==> config.mk <==
export PLATFORM = sky130hd
export DESIGN_NAME = keypad_scanner
export DESIGN_NICKNAME = d
export VERILOG_FILES = /design/src/rtl/keypad_pkg.sv /design/src/rtl/keypad_frame_sampler.sv /design/src/rtl/keypad_scanner.sv
export SDC_FILE = /design/constraint.sdc
export NUM_CORES = 1
export LEC_CHECK = 0
export CORE_ASPECT_RATIO = 1.75
export CORE_MARGIN = 5
export CORE_UTILIZATION = 40
export DETAILED_ROUTE_END_ITERATION = 12
export DONT_BUFFER_PORTS = 1
export GPL_TIMING_DRIVEN = 0
export HOLD_SLACK_MARGIN = 0.08
export PLACE_DENSITY = 0.63
export SYNTH_ARGS = -nofsm -noshare
export SYNTH_HDL_FRONTEND = slang
export SYNTH_SLANG_ARGS = --single-unit
==> constraint.sdc <==
create_clock -name clk -period 8.2 [get_ports clk]
set_input_delay 1.23 -clock clk [delete_from_list [all_inputs] [get_ports clk]]
set_output_delay 1.23 -clock clk [all_outputs]
set_load 0.1 [all_outputs]
==> src/rtl/keypad_pkg.sv <==
// Shared types and constants for the 4x3 keypad scanner.
// Frame results carry the hit position so the top can latch one-hot row/column levels.
package keypad_pkg;

    typedef enum logic [1:0] {
        IDLE     = 2'd0,
        PRESS_DB = 2'd1,
        HELD     = 2'd2,
        REL_DB   = 2'd3
    } kp_state_e;

    localparam logic [3:0] KEY_STAR = 4'hA;
    localparam logic [3:0] KEY_HASH = 4'hB;

    typedef struct packed {
        logic       none;
        logic       key;
        logic       multi;
        logic [3:0] code;
        logic [1:0] row;
        logic [1:0] col;
    } frame_res_t;

    function automatic logic [3:0] rc_to_code(input logic [1:0] row, input logic [1:0] col);
        logic [3:0] c;
        if (row == 2'd3) begin
            case (col)
                2'd0:    c = KEY_STAR;
                2'd1:    c = 4'd0;
                default: c = KEY_HASH;
            endcase
        end else begin
            c = 4'({2'b00, row} * 4'd3 + {2'b00, col} + 4'd1);
        end
        return c;
    endfunction

endpackage

==> src/rtl/keypad_frame_sampler.sv <==
// Row synchroniser, column scan sequencer and per-frame hit accumulation.
// frame_done and res are valid together in the cycle the column index wraps 2 -> 0.
module keypad_frame_sampler
    import keypad_pkg::*;
#(
    parameter int SCAN_DIV = 1000
) (
    input  logic       clk,
    input  logic       reset,
    input  logic [3:0] row_n,
    output logic [2:0] col_drive_n,
    output logic       frame_done,
    output frame_res_t res
);

    localparam int DW = (SCAN_DIV > 1) ? $clog2(SCAN_DIV) : 1;
    localparam logic [DW-1:0] DWELL_LAST = DW'(SCAN_DIV - 1);

    logic [3:0]    sync1_q, sync2_q;
    logic [DW-1:0] dwell_q, dwell_d;
    logic [1:0]    col_q, col_d;
    logic [1:0]    hits_q, hits_d;
    logic [1:0]    hrow_q, hrow_d;
    logic [1:0]    hcol_q, hcol_d;

    logic       sample;
    logic [3:0] lows;
    logic [2:0] n_low, sum;
    logic [1:0] low_idx, tot, res_row, res_col;

    always_comb begin
        sample  = (dwell_q == DWELL_LAST);
        lows    = ~sync2_q;
        n_low   = 3'(lows[0]) + 3'(lows[1]) + 3'(lows[2]) + 3'(lows[3]);
        low_idx = 2'd0;
        for (int r = 3; r >= 0; r--) begin
            if (lows[r]) low_idx = 2'(r);
        end
        // hit count saturates at 2: anything beyond one hit is a ghost frame
        sum = 3'(hits_q) + n_low;
        tot = (sum >= 3'd2) ? 2'd2 : sum[1:0];

        frame_done = sample && (col_q == 2'd2);
        dwell_d    = sample ? '0 : dwell_q + DW'(1);
        col_d      = col_q;
        if (sample) col_d = (col_q == 2'd2) ? 2'd0 : col_q + 2'd1;

        hits_d = hits_q;
        hrow_d = hrow_q;
        hcol_d = hcol_q;
        if (sample) begin
            hits_d = frame_done ? 2'd0 : tot;
            if (hits_q == 2'd0 && n_low == 3'd1) begin
                hrow_d = low_idx;
                hcol_d = col_q;
            end
        end

        res_row   = (hits_q == 2'd0) ? low_idx : hrow_q;
        res_col   = (hits_q == 2'd0) ? col_q : hcol_q;
        res.none  = (tot == 2'd0);
        res.key   = (tot == 2'd1);
        res.multi = (tot == 2'd2);
        res.row   = res_row;
        res.col   = res_col;
        res.code  = rc_to_code(res_row, res_col);

        col_drive_n = ~(3'b001 << col_q);
    end

    always_ff @(posedge clk or negedge reset) begin
        if (!reset) begin
            sync1_q <= 4'hF;
            sync2_q <= 4'hF;
            dwell_q <= '0;
            col_q   <= 2'd0;
            hits_q  <= 2'd0;
            hrow_q  <= 2'd0;
            hcol_q  <= 2'd0;
        end else begin
            sync1_q <= row_n;
            sync2_q <= sync1_q;
            dwell_q <= dwell_d;
            col_q   <= col_d;
            hits_q  <= hits_d;
            hrow_q  <= hrow_d;
            hcol_q  <= hcol_d;
        end
    end

endmodule

==> src/rtl/keypad_scanner.sv <==
// 4x3 keypad scanner top: frame-level debounce FSM producing one event per press.
// Ghost (multi-hit) frames count as "no key" and never start a press.
module keypad_scanner
    import keypad_pkg::*;
#(
    parameter int SCAN_DIV        = 1000,
    parameter int DEBOUNCE_FRAMES = 4
) (
    input  logic       clk,
    input  logic       reset,
    input  logic [3:0] row_n,
    output logic [2:0] col_drive_n,
    output logic       key_valid,
    output logic [3:0] key_code,
    output logic       key_held,
    output logic [3:0] key_row,
    output logic [2:0] key_col
);

    localparam int CW = $clog2(DEBOUNCE_FRAMES + 1);
    localparam logic [CW-1:0] DB_MAX = CW'(DEBOUNCE_FRAMES);

    logic       frame_done;
    frame_res_t res;

    keypad_frame_sampler #(.SCAN_DIV(SCAN_DIV)) u_sampler (
        .clk        (clk),
        .reset      (reset),
        .row_n      (row_n),
        .col_drive_n(col_drive_n),
        .frame_done (frame_done),
        .res        (res)
    );

    kp_state_e     state_q, state_d;
    logic [CW-1:0] db_cnt_q, db_cnt_d;
    logic [CW-1:0] rel_cnt_q, rel_cnt_d;
    logic          prev_key_q, prev_key_d;
    logic [3:0]    prev_code_q, prev_code_d;
    logic [3:0]    cand_q, cand_d;
    logic          key_valid_q, key_valid_d;
    logic [3:0]    key_code_q, key_code_d;
    logic [3:0]    key_row_q, key_row_d;
    logic [2:0]    key_col_q, key_col_d;

    logic cur_key, same, is_cand, accept, clear, load_cand;

    always_comb begin
        cur_key = res.key && !res.multi && !res.none;
        same    = (cur_key == prev_key_q) && (!cur_key || res.code == prev_code_q);
        is_cand = cur_key && (res.code == cand_q);
    end

    always_ff @(posedge clk or negedge reset) begin
        if (!reset) state_q <= IDLE;
        else        state_q <= state_d;
    end

    always_comb begin
        state_d = state_q;
        if (frame_done) begin
            case (state_q)
                IDLE:     if (cur_key) state_d = PRESS_DB;
                PRESS_DB: begin
                    if (!is_cand)               state_d = IDLE;
                    else if (db_cnt_d == DB_MAX) state_d = HELD;
                end
                HELD:     if (!is_cand) state_d = REL_DB;
                REL_DB: begin
                    if (is_cand)                             state_d = HELD;
                    else if (rel_cnt_q + CW'(1) == DB_MAX)   state_d = IDLE;
                end
                default:  state_d = IDLE;
            endcase
        end
    end

    always_comb begin
        key_held  = (state_q == HELD) || (state_q == REL_DB);
        accept    = frame_done && (state_q == PRESS_DB) && (state_d == HELD);
        clear     = frame_done && (state_q == REL_DB) && (state_d == IDLE);
        load_cand = frame_done && (state_q == IDLE) && cur_key;
    end

    // debounce counter tracks runs of identical frame results, independent of state
    always_comb begin
        db_cnt_d    = db_cnt_q;
        prev_key_d  = prev_key_q;
        prev_code_d = prev_code_q;
        rel_cnt_d   = rel_cnt_q;
        if (frame_done) begin
            db_cnt_d    = same ? ((db_cnt_q == DB_MAX) ? DB_MAX : db_cnt_q + CW'(1)) : CW'(1);
            prev_key_d  = cur_key;
            prev_code_d = res.code;
            if (state_q == HELD && !is_cand)        rel_cnt_d = CW'(1);
            else if (state_q == REL_DB && !is_cand) rel_cnt_d = rel_cnt_q + CW'(1);
            else                                    rel_cnt_d = '0;
        end

        cand_d      = load_cand ? res.code : cand_q;
        key_valid_d = accept;
        key_code_d  = accept ? cand_q : key_code_q;
        key_row_d   = accept ? (4'b0001 << res.row) : (clear ? 4'b0000 : key_row_q);
        key_col_d   = accept ? (3'b001 << res.col) : (clear ? 3'b000 : key_col_q);
    end

    always_ff @(posedge clk or negedge reset) begin
        if (!reset) begin
            db_cnt_q    <= '0;
            rel_cnt_q   <= '0;
            prev_key_q  <= 1'b0;
            prev_code_q <= 4'd0;
            cand_q      <= 4'd0;
            key_valid_q <= 1'b0;
            key_code_q  <= 4'd0;
            key_row_q   <= 4'd0;
            key_col_q   <= 3'd0;
        end else begin
            db_cnt_q    <= db_cnt_d;
            rel_cnt_q   <= rel_cnt_d;
            prev_key_q  <= prev_key_d;
            prev_code_q <= prev_code_d;
            cand_q      <= cand_d;
            key_valid_q <= key_valid_d;
            key_code_q  <= key_code_d;
            key_row_q   <= key_row_d;
            key_col_q   <= key_col_d;
        end
    end

    assign key_valid = key_valid_q;
    assign key_code  = key_code_q;
    assign key_row   = key_row_q;
    assign key_col   = key_col_q;

endmodule

======== Word-level counts from Yosys, hierarchy flattened ========
Index checks and enable logic that the tools add are counted.
word-level totals
  flip-flop bits (word level) ............. 55
  word-level logic and storage cells ...... 107
operators by class
  add/sub/neg operators ................... 10
  multipliers ............................. 1
  $lt $le $gt $ge ......................... 1
  equal/unequal tests ..................... 17
  shift operators ......................... 3
  multiplexer cells ....................... 29
  bitwise operators ....................... 2
  reduce and logical (&&, ||, !) cells .... 27
operators with widths
  kind                                                                count
  2-bit two-way mux                                                   16
  3-bit two-way mux                                                   7
  1-bit logical AND                                                   14
  2-bit == test, second input constant                                6
  4-bit two-way mux                                                   3
  10-bit by 1-bit adder with 10-bit output, second input constant     1
  10-bit == test, second input constant                               1
  2-bit logical NOT                                                   5
  10-bit two-way mux                                                  1
  3-bit == test, second input constant                                3
  4-bit == test                                                       2
  2-bit one-hot mux with 4 select lines                               1
  4-bit one-hot mux with 2 select lines                               1
  3-bit by 1-bit adder with 3-bit output                              2
  3-bit by 1-bit adder with 3-bit output, second input constant       2
  2-bit by 1-bit == test with 1-bit output, second input constant     3
  1-bit by 2-bit << shifter with 3-bit output, first input constant   2
  4-bit by 1-bit adder with 4-bit output, second input constant       1
  4-bit by 2-bit adder with 4-bit output                              1
  1-bit logical NOT                                                   4
  2-bit by 2-bit multiplier with 4-bit output, second input constant  1
  4-bit NOT                                                           1
  1-bit by 2-bit << shifter with 4-bit output, first input constant   1
  2-bit by 3-bit adder with 3-bit output                              1
  other kinds (9)                                                     10

======== Longest topological paths before layout ========
Gate-level depths: netlist of the first run.
  depth in word-level cells ............... 25
  gate-level depth with buffers ........... 16

======== Modules after synthesis ========
From an unflattened synthesis of the first run, not the netlist that was laid out.
second synthesis, totals
  cell total of the unflattened synthesis .. 259
  area, all modules ....................... 2940.3 um2
modules (own cells, without submodules)
  module                instances  cells each  area an instance (um2)
  keypad_scanner        1          134         1524.0
  keypad_frame_sampler  1          125         1416.4

======== Worst setup path after synthesis of the first run ========
Ideal clock, no wire load.
  kind .................................... register -> register
  start ................................... reg u_sampler.hits_q[1]
  end ..................................... reg key_code_q[2] (netlist: key_code[2])
  library setup time ...................... 0.125 ns
  data arrival time ....................... 3.791 ns
  data required time ...................... 8.075 ns
  setup slack ............................. 4.284 ns
  cell stages (with the launch flop) ...... 13
  path buffers ............................ 1
  cells stage by stage .................... dfrtp_1 -> nor2_1 -> mux2i_1 -> fa_1 -> fa_1 -> nor2_1 -> a221oi_1 -> a22oi_1 -> o32ai_1 -> nand2b_1 -> nand3_2 -> buf_6 -> mux2_4
between the ends
  word-level cells in the longest chain between the ends .. 19
ends and longest elaborated chain
  item                                                                                  RTL line                    text
  start: declaration                                                                    keypad_frame_sampler.sv:22  logic [1:0] hits_q, hits_d;
  start signal: assignment                                                              keypad_frame_sampler.sv:85  hits_q <= hits_d;
  branches (longest 15 deep; another with 2-bit by 2-bit multiplier with 4-bit output)  -
  2-bit one-hot mux with 4 select lines *                                               keypad_scanner.sv:62        case (state_q)
  2-bit two-way mux *                                                                   keypad_scanner.sv:61        if (frame_done) begin
  2-bit == test *                                                                       keypad_scanner.sv:80        accept = frame_done && (state_q == PRESS_DB) && (state_d == HELD);
  1-bit logical AND *                                                                   keypad_scanner.sv:80
  end signal: assignment                                                                keypad_scanner.sv:125       key_code_q <= key_code_d;
  end: declaration                                                                      keypad_scanner.sv:42        logic [3:0] key_code_q, key_code_d;
Mark *: on every way between the ends.
A chain may end at the register's enable or synchronous reset.

======== Worst setup path after layout of the first run ========
  start ................................... reg u_sampler.hits_q[0]
  end ..................................... reg key_code_q[2] (netlist: key_code[2])
The elaborated chain is that of the path after synthesis.

==> results of run 1 <==
## registers in the layout, indices dropped and copies added (netlist names)
signal	flops
u_sampler.dwell_q	10
cand_q	4
key_code	4
key_row	4
prev_code_q	4
u_sampler.sync1_q	4
u_sampler.sync2_q	4
db_cnt_q	3
key_col	3
rel_cnt_q	3
state_q	2
u_sampler.col_q	2
u_sampler.hcol_q	2
u_sampler.hits_q	2
u_sampler.hrow_q	2
key_valid	1
prev_key_q	1
## logic make-up (layout without fill, tap and decap cells)
group / count (synthesis) / count (layout) / synth area share
AO/OA/AOI/OAI: 52 / 52 / 0.1119
XOR/XNOR: 12 / 12 / 0.03457
adder cells (fa/ha/maj): 19 / 19 / 0.08807
buffers and inverters: 30 / 38 / 0.04197
flip-flops: 55 / 55 / 0.4560
multiplexers: 20 / 20 / 0.07161
AND/OR/NAND/NOR: 116 / 116 / 0.1959
## per-layer routing
| layer | share of wire | wire length (um) |
|---|---|---|
| met1 | 0.37 | 2244 |
| met2 | 0.58 | 3507 |
| met3 | 0.028 | 170 |
| met4 | 0.026 | 157 |
| met5 | 0 | 0 |
## cells in the mapped netlist (3+ instances only)
cell type / n / area, um2
dfrtp_1: 47 / 1176
nand2_1: 39 / 146.4
inv_1: 22 / 82.58
nor2_1: 22 / 82.58
o21ai_0: 19 / 95.09
ha_1: 15 / 187.7
mux2i_1: 12 / 120.1
nand3_1: 12 / 60.06
xor2_1: 10 / 87.58
a21oi_1: 9 / 45.04
nand2b_1: 9 / 56.30
dfstp_2: 8 / 210.2
and2_1: 6 / 37.54
mux2_2: 6 / 67.56
and3_1: 5 / 31.28
clkbuf_1: 5 / 18.77
fa_1: 4 / 80.08
nand4_1: 4 / 25.02
a211oi_1: 3 / 22.52
nor3b_1: 3 / 22.52
o2111ai_1: 3 / 26.28
## power groups by stage
stage	Combinational [mW]	Sequential (mW)	Clock [mW]
final	0.0366	0.275	0.249
after floorplan	0.0281	0.280	0
after global placement	0.0357	0.280	0
after CTS	0.0370	0.275	0.257
after detailed placement	0.0368	0.281	0
after global routing	0.0421	0.276	0.268
## critical path, cell delays in order (launching register included)
cell and delay (ns):
dfrtp_1 0.43, nor2_1 0.59, mux2i_1 0.50, fa_1 0.54, fa_1 0.68, nor2_1 0.08, a221oi_1 0.21, a22oi_1 0.14
o32ai_1 0.59, nand2b_1 0.14, nand3_2 0.13, buf_6 0.18, mux2_4 0.31
## stage by stage
step	std cells	total power, mW	instance area (um2)	hold slack, ns
6_report	400	0.5606	3322	0.3573
3_5_place_dp	392	0.3174	3151	0.3472
5_1_grt	400	0.5860	3322	0.3633
2_1_floorplan	304	0.3085	3040	0.3452
3_3_place_gp	392	0.3162	3151	0.3464
4_1_cts	400	0.5693	3322	0.3581
## worst paths after layout
check / slack (ns) / endpoint / startpoint
min in group asynchronous: 0.62 / u_sampler.hrow_q[0] / reset
max in group asynchronous: 7.40 / u_sampler.sync1_q[1] / reset
max reg2reg: 3.57 / key_code[2] / u_sampler.hits_q[0]
min: 0.36 / u_sampler.sync2_q[1] / u_sampler.sync1_q[1]
max: 3.57 / key_code[2] / u_sampler.hits_q[0]
min reg2reg: 0.36 / u_sampler.sync2_q[1] / u_sampler.sync1_q[1]
## layout make-up
cell class                 instances  area share
multi-input combinational        219      0.4595
sequential                        55      0.4173
clock buffer                       5     0.03766
tap                               88     0.03315
inverter                          22     0.02486
clock inverter                     3     0.01394
buffer                             8     0.01356
==> impl_metrics.json, run 1 <==
{
  "outcome": "finished, final reports clean",
  "rows": 42,
  "finalSetupViolCount": 0,
  "synth_cell_types": 51,
  "routabilityCongestion": 0.7732,
  "startpoint_type": "flip-flop",
  "tns_ns": 0,
  "ys_seq_area_frac": 0.4560,
  "syn_inst": 304,
  "hold_viol_final": 0,
  "p_int_mw": 0.4342,
  "dieArea_um2": 9513,
  "drive_gt1_frac": 0.1090,
  "start_util": 0.4046,
  "synth-seq-cells": 55,
  "firstDrtPassIters": 4,
  "layout_common_cells": "47 x dfrtp_1, 39 x nand2_1, 22 x inv_1, 22 x nor2_1, 19 x o21ai_0",
  "ir_drop_mv": 0.07995,
  "syn_avg_cell_area_um2": 10.00,
  "grt_use_met1": 0.1374,
  "diodes": 0,
  "worstPathRequired_ns": 8.39,
  "num-fill-cells": 717,
  "port_buffers": 0,
  "grt_busiest_layer": "met2",
  "cts_resized": 0,
  "p_leak_nw": 1.608,
  "synth_warnings": 0,
  "antenna_found_initial": 0,
  "fin_crit_sh": 0.5645,
  "ys.flop_type": "dfrtp_1",
  "grt_pass1_wl_um": 10470,
  "grt_util_met2": 0.2545,
  "drc": 0,
  "clk_root_buffer_cell": "clkbuf_16",
  "htreeDepth": 2,
  "drt-wirelength-per-cell_um": 15.20,
  "pre_cts_slack_ns": 3.539,
  "fp.dieH_um": 125.3,
  "p_per_area_nw_per_um2": 168.8,
  "rr_worst_depth": 12,
  "skew_ns": 0.006526,
  "vias_per_cell": 5.345,
  "multi_input_area_um2": 1526,
  "grt_usage": 0.1345,
  "power_frac_clock": 0.444,
  "grt_max_degree": 56,
  "syn_area_um2": 3040,
  "grt_overflow": 0,
  "rsz0062_at_grt": "no",
  "cts_tree": "done",
  "hp-class": "reg2reg",
  "cts_setup_buffers": 0,
  "final_common_cell": "dfrtp_1",
  "layout.nets": 336,
  "hold_buffers": 0,
  "relSlewSlack": 0.2009,
  "antenna_left": 0,
  "die_w_um": 75.91,
  "holdPathStages": 0,
  "period_minus_slack_ns": 4.629,
  "synth_async_sr_flop_share": 1.000,
  "clk_latency_ns": 0.30,
  "fin_ws_ns": 3.571,
  "ff_latch_area_um2": 1386,
  "clockBufferDepth": 2,
  "drt-initial-drc-count": 111,
  "post-route-util": 0.4421,
  "max_freq_ghz": 0.2160,
  "critPathMaxFanout": 10,
  "crit_arrival_ns": 4.81,
  "vias": 2138,
  "tightest_slew_ns": 1.199,
  "switchingPower_mw": 0.1264,
  "grt_pass1_vias": 2235,
  "syn-num-nets": 329,
  "clkTransAtPathRegs_ns": 0.07,
  "synth_enable_flop_cells": 0,
  "io_pins": 22,
  "critPathKind": "reg2reg",
  "swShare": 0.2254,
  "crit_path_end_kind": "flip-flop",
  "dp_hpwl_um": 4475,
  "cts.sinks": 55,
  "cts_buffers": 5,
  "slew_violations": 0,
  "grt_use_met3": 0.02950,
  "p_comb_frac": 0.065,
  "syn_to_final_growth_pct": 9.259,
  "coreArea_um2": 7515,
  "finalWirelength_um": 6080,
  "cap_violations": 0,
  "pwr-share-seq": 0.491
}
Power figures use the tool's default switching activity.
==> inputs of run 2 (changes only) <==
clock period = 4.3 ns   (was 8.2 ns; I/O delays follow)
==> impl_metrics.json, run 2 (same netlist as run 1, synthesis figures left out) <==
{
  "outcome": "finished, final reports clean",
  "htreeDepth": 2,
  "period_minus_slack_ns": 4.050,
  "grt_max_degree": 48,
  "fin_crit_sh": 0.9418,
  "antenna_found_initial": 0,
  "critPathKind": "reg2reg",
  "firstDrtPassIters": 4,
  "wl_met1_um": 2325,
  "startpoint_type": "flip-flop",
  "relSlewSlack": 0.1995,
  "top_layer": "met4",
  "num-fill-cells": 713,
  "grt_pass1_wl_um": 10530,
  "regMostFlops": "u_sampler.dwell_q",
  "routed-wl-met3_um": 167,
  "crit_path_end_kind": "flip-flop",
  "path_cells": "inv_1 > a21oi_1 > nor2_1 > mux2i_2 > fa_1 > fa_2 > nor2_1 > a221oi_1 > a22oi_1 > nor4_2 > o211a_1 > nand3_2 > buf_6 > mux2_4",
  "cap_violations": 0,
  "syn_to_final_growth_pct": 12.06,
  "drt-wirelength-per-cell_um": 15.28,
  "worstReg2RegStart": "u_sampler.sync2_q[3]",
  "power.total_mw": 1.088,
  "slowest_delay_ns": 0.66,
  "grt_pass1_vias": 2248,
  "io_pins": 22,
  "cts_tree": "done",
  "final_common_cell": "dfrtp_1",
  "coreArea_um2": 7515,
  "layout.nets": 339,
  "p_leak_nw": 1.624,
  "largest_reg_flops": 10,
  "clkTransAtPathRegs_ns": 0.07,
  "hp-class": "in2async",
  "start_util": 0.4046,
  "cts_buffers": 5,
  "tightest_slew_ns": 1.201,
  "finalSetupViolCount": 0,
  "clk_root_buffer_cell": "clkbuf_16",
  "dr_wl_met2_um": 3525,
  "rows": 42,
  "drc": 0,
  "crit_top_cell": "nor2_1",
  "critPathMaxFanout": 10,
  "skew_ns": 0.007433,
  "drt-initial-drc-count": 102,
  "finalWirelength_um": 6156,
  "dieArea_um2": 9513,
  "crit_arrival_ns": 4.24,
  "routabilityCongestion": 0.7732,
  "max_freq_ghz": 0.2469,
  "layout_common_cells": "47 x dfrtp_1, 39 x nand2_1, 22 x inv_1",
  "dp_hpwl_um": 4475,
  "vias_per_cell": 5.305,
  "die_w_um": 75.91,
  "startpoint": "u_sampler.sync2_q[3]",
  "cp_slowest_cell": "fa_2",
  "fin_hold_ws_ns": 0.1804,
  "vias": 2138,
  "slew_violations": 0,
  "grt_overflow": 0,
  "cts.sinks": 55,
  "hold_viol_final": 0,
  "rsz0062_at_grt": "no",
  "fp.dieH_um": 125.3,
  "clockBufferDepth": 2,
  "grt_usage": 0.1350,
  "ir_drop_mv": 0.1539,
  "p_per_area_nw_per_um2": 319.4,
  "diodes": 0,
  "port_buffers": 0,
  "antenna_left": 0,
  "worstPathRequired_ns": 4.49,
  "clk_latency_ns": 0.30,
  "drive_gt1_frac": 0.1429
}
==> run 2: changes by cell type in the layout (fill, tap and decap cells not counted), sizes merged <==
cell and change:
buf +3
==> run 2: worst paths after layout <==
check / endpoint / slack [ns] / depth (start not counted)
max reg2reg: key_code[2] / 0.25 / 14
min reg2reg: u_sampler.sync2_q[1] / 0.36 / 0
min in group clk: u_sampler.sync1_q[2] / 0.34 / 0
max in group asynchronous: state_q[1] / 3.89 / 1
max: key_code[2] / 0.25 / 14
min: u_sampler.sync1_q[2] / 0.18 / 0
==> run 2: layout make-up <==
| type | instances | area (um2) | share of cell area |
|---|---|---|---|
| buffer | 8 | 45.04 | 0.01322 |
| clock buffer | 5 | 125.1 | 0.03672 |
| clock inverter | 3 | 46.29 | 0.01359 |
| inverter | 22 | 82.58 | 0.02424 |
| multi-input combinational | 219 | 1569 | 0.4605 |
| sequential | 55 | 1386 | 0.4069 |
| tap | 88 | 110.1 | 0.03232 |
| timing repair buffer | 3 | 42.54 | 0.01249 |
==> run 2: layer usage <==
layer / vias to the layer above / global-route usage
met5: - / 0
met4: 0 / 0.05870
met3: 12 / 0.02950
met2: 23 / 0.2556
met1: 1035 / 0.1379
li1: 1068 / -
==> run 2: stage by stage <==
stage / cells / worst slack, ns / setup TNS [ns] / util / instance area (um2)
floorplan: 304 / 0.3839 / 0 / - / 3040
global placement: 392 / -0.2844 / -1.670 / 0.4192 / 3151
detailed placement: 392 / -0.3608 / -2.730 / 0.4192 / 3151
CTS: 401 / 0.06357 / 0 / 0.4482 / 3368
global route: 403 / 0.01105 / 0 / 0.4534 / 3407
finish: 403 / 0.2501 / 0 / 0.4534 / 3407
==> run 2: power by group <==
group / leakage, nW / internal, mW / switching [mW]
combinational: 0.817 / 0.0333 / 0.0538
clock: 0.0804 / 0.277 / 0.199
sequential: 0.727 / 0.524 / 0.00149
==> run 2: what timing repair did <==
| action | 4_1_cts | 5_1_grt |
|---|---|---|
| buffers inserted | 0 | 2 |
| setup endpoints to repair | 13 | 11 |
| pin swaps | 0 | 1 |
| gates resized for setup | 4 | 5 |
| hold buffers | 1 | 0 |
| endpoints found under the hold margin | 47 | 0 |
==> run 2: critical path, delay by kind of cell, from the launching register on <==
| kind | cells | cell delay, ns |
|---|---|---|
| AOI/OAI and AO/OA | 4 | 0.75 |
| adders and majority gates | 2 | 1.18 |
| buffers and inverters | 2 | 0.25 |
| DFF | 1 | 0.54 |
| muxes | 2 | 0.57 |
| and+or+nand+nor | 4 | 0.63 |
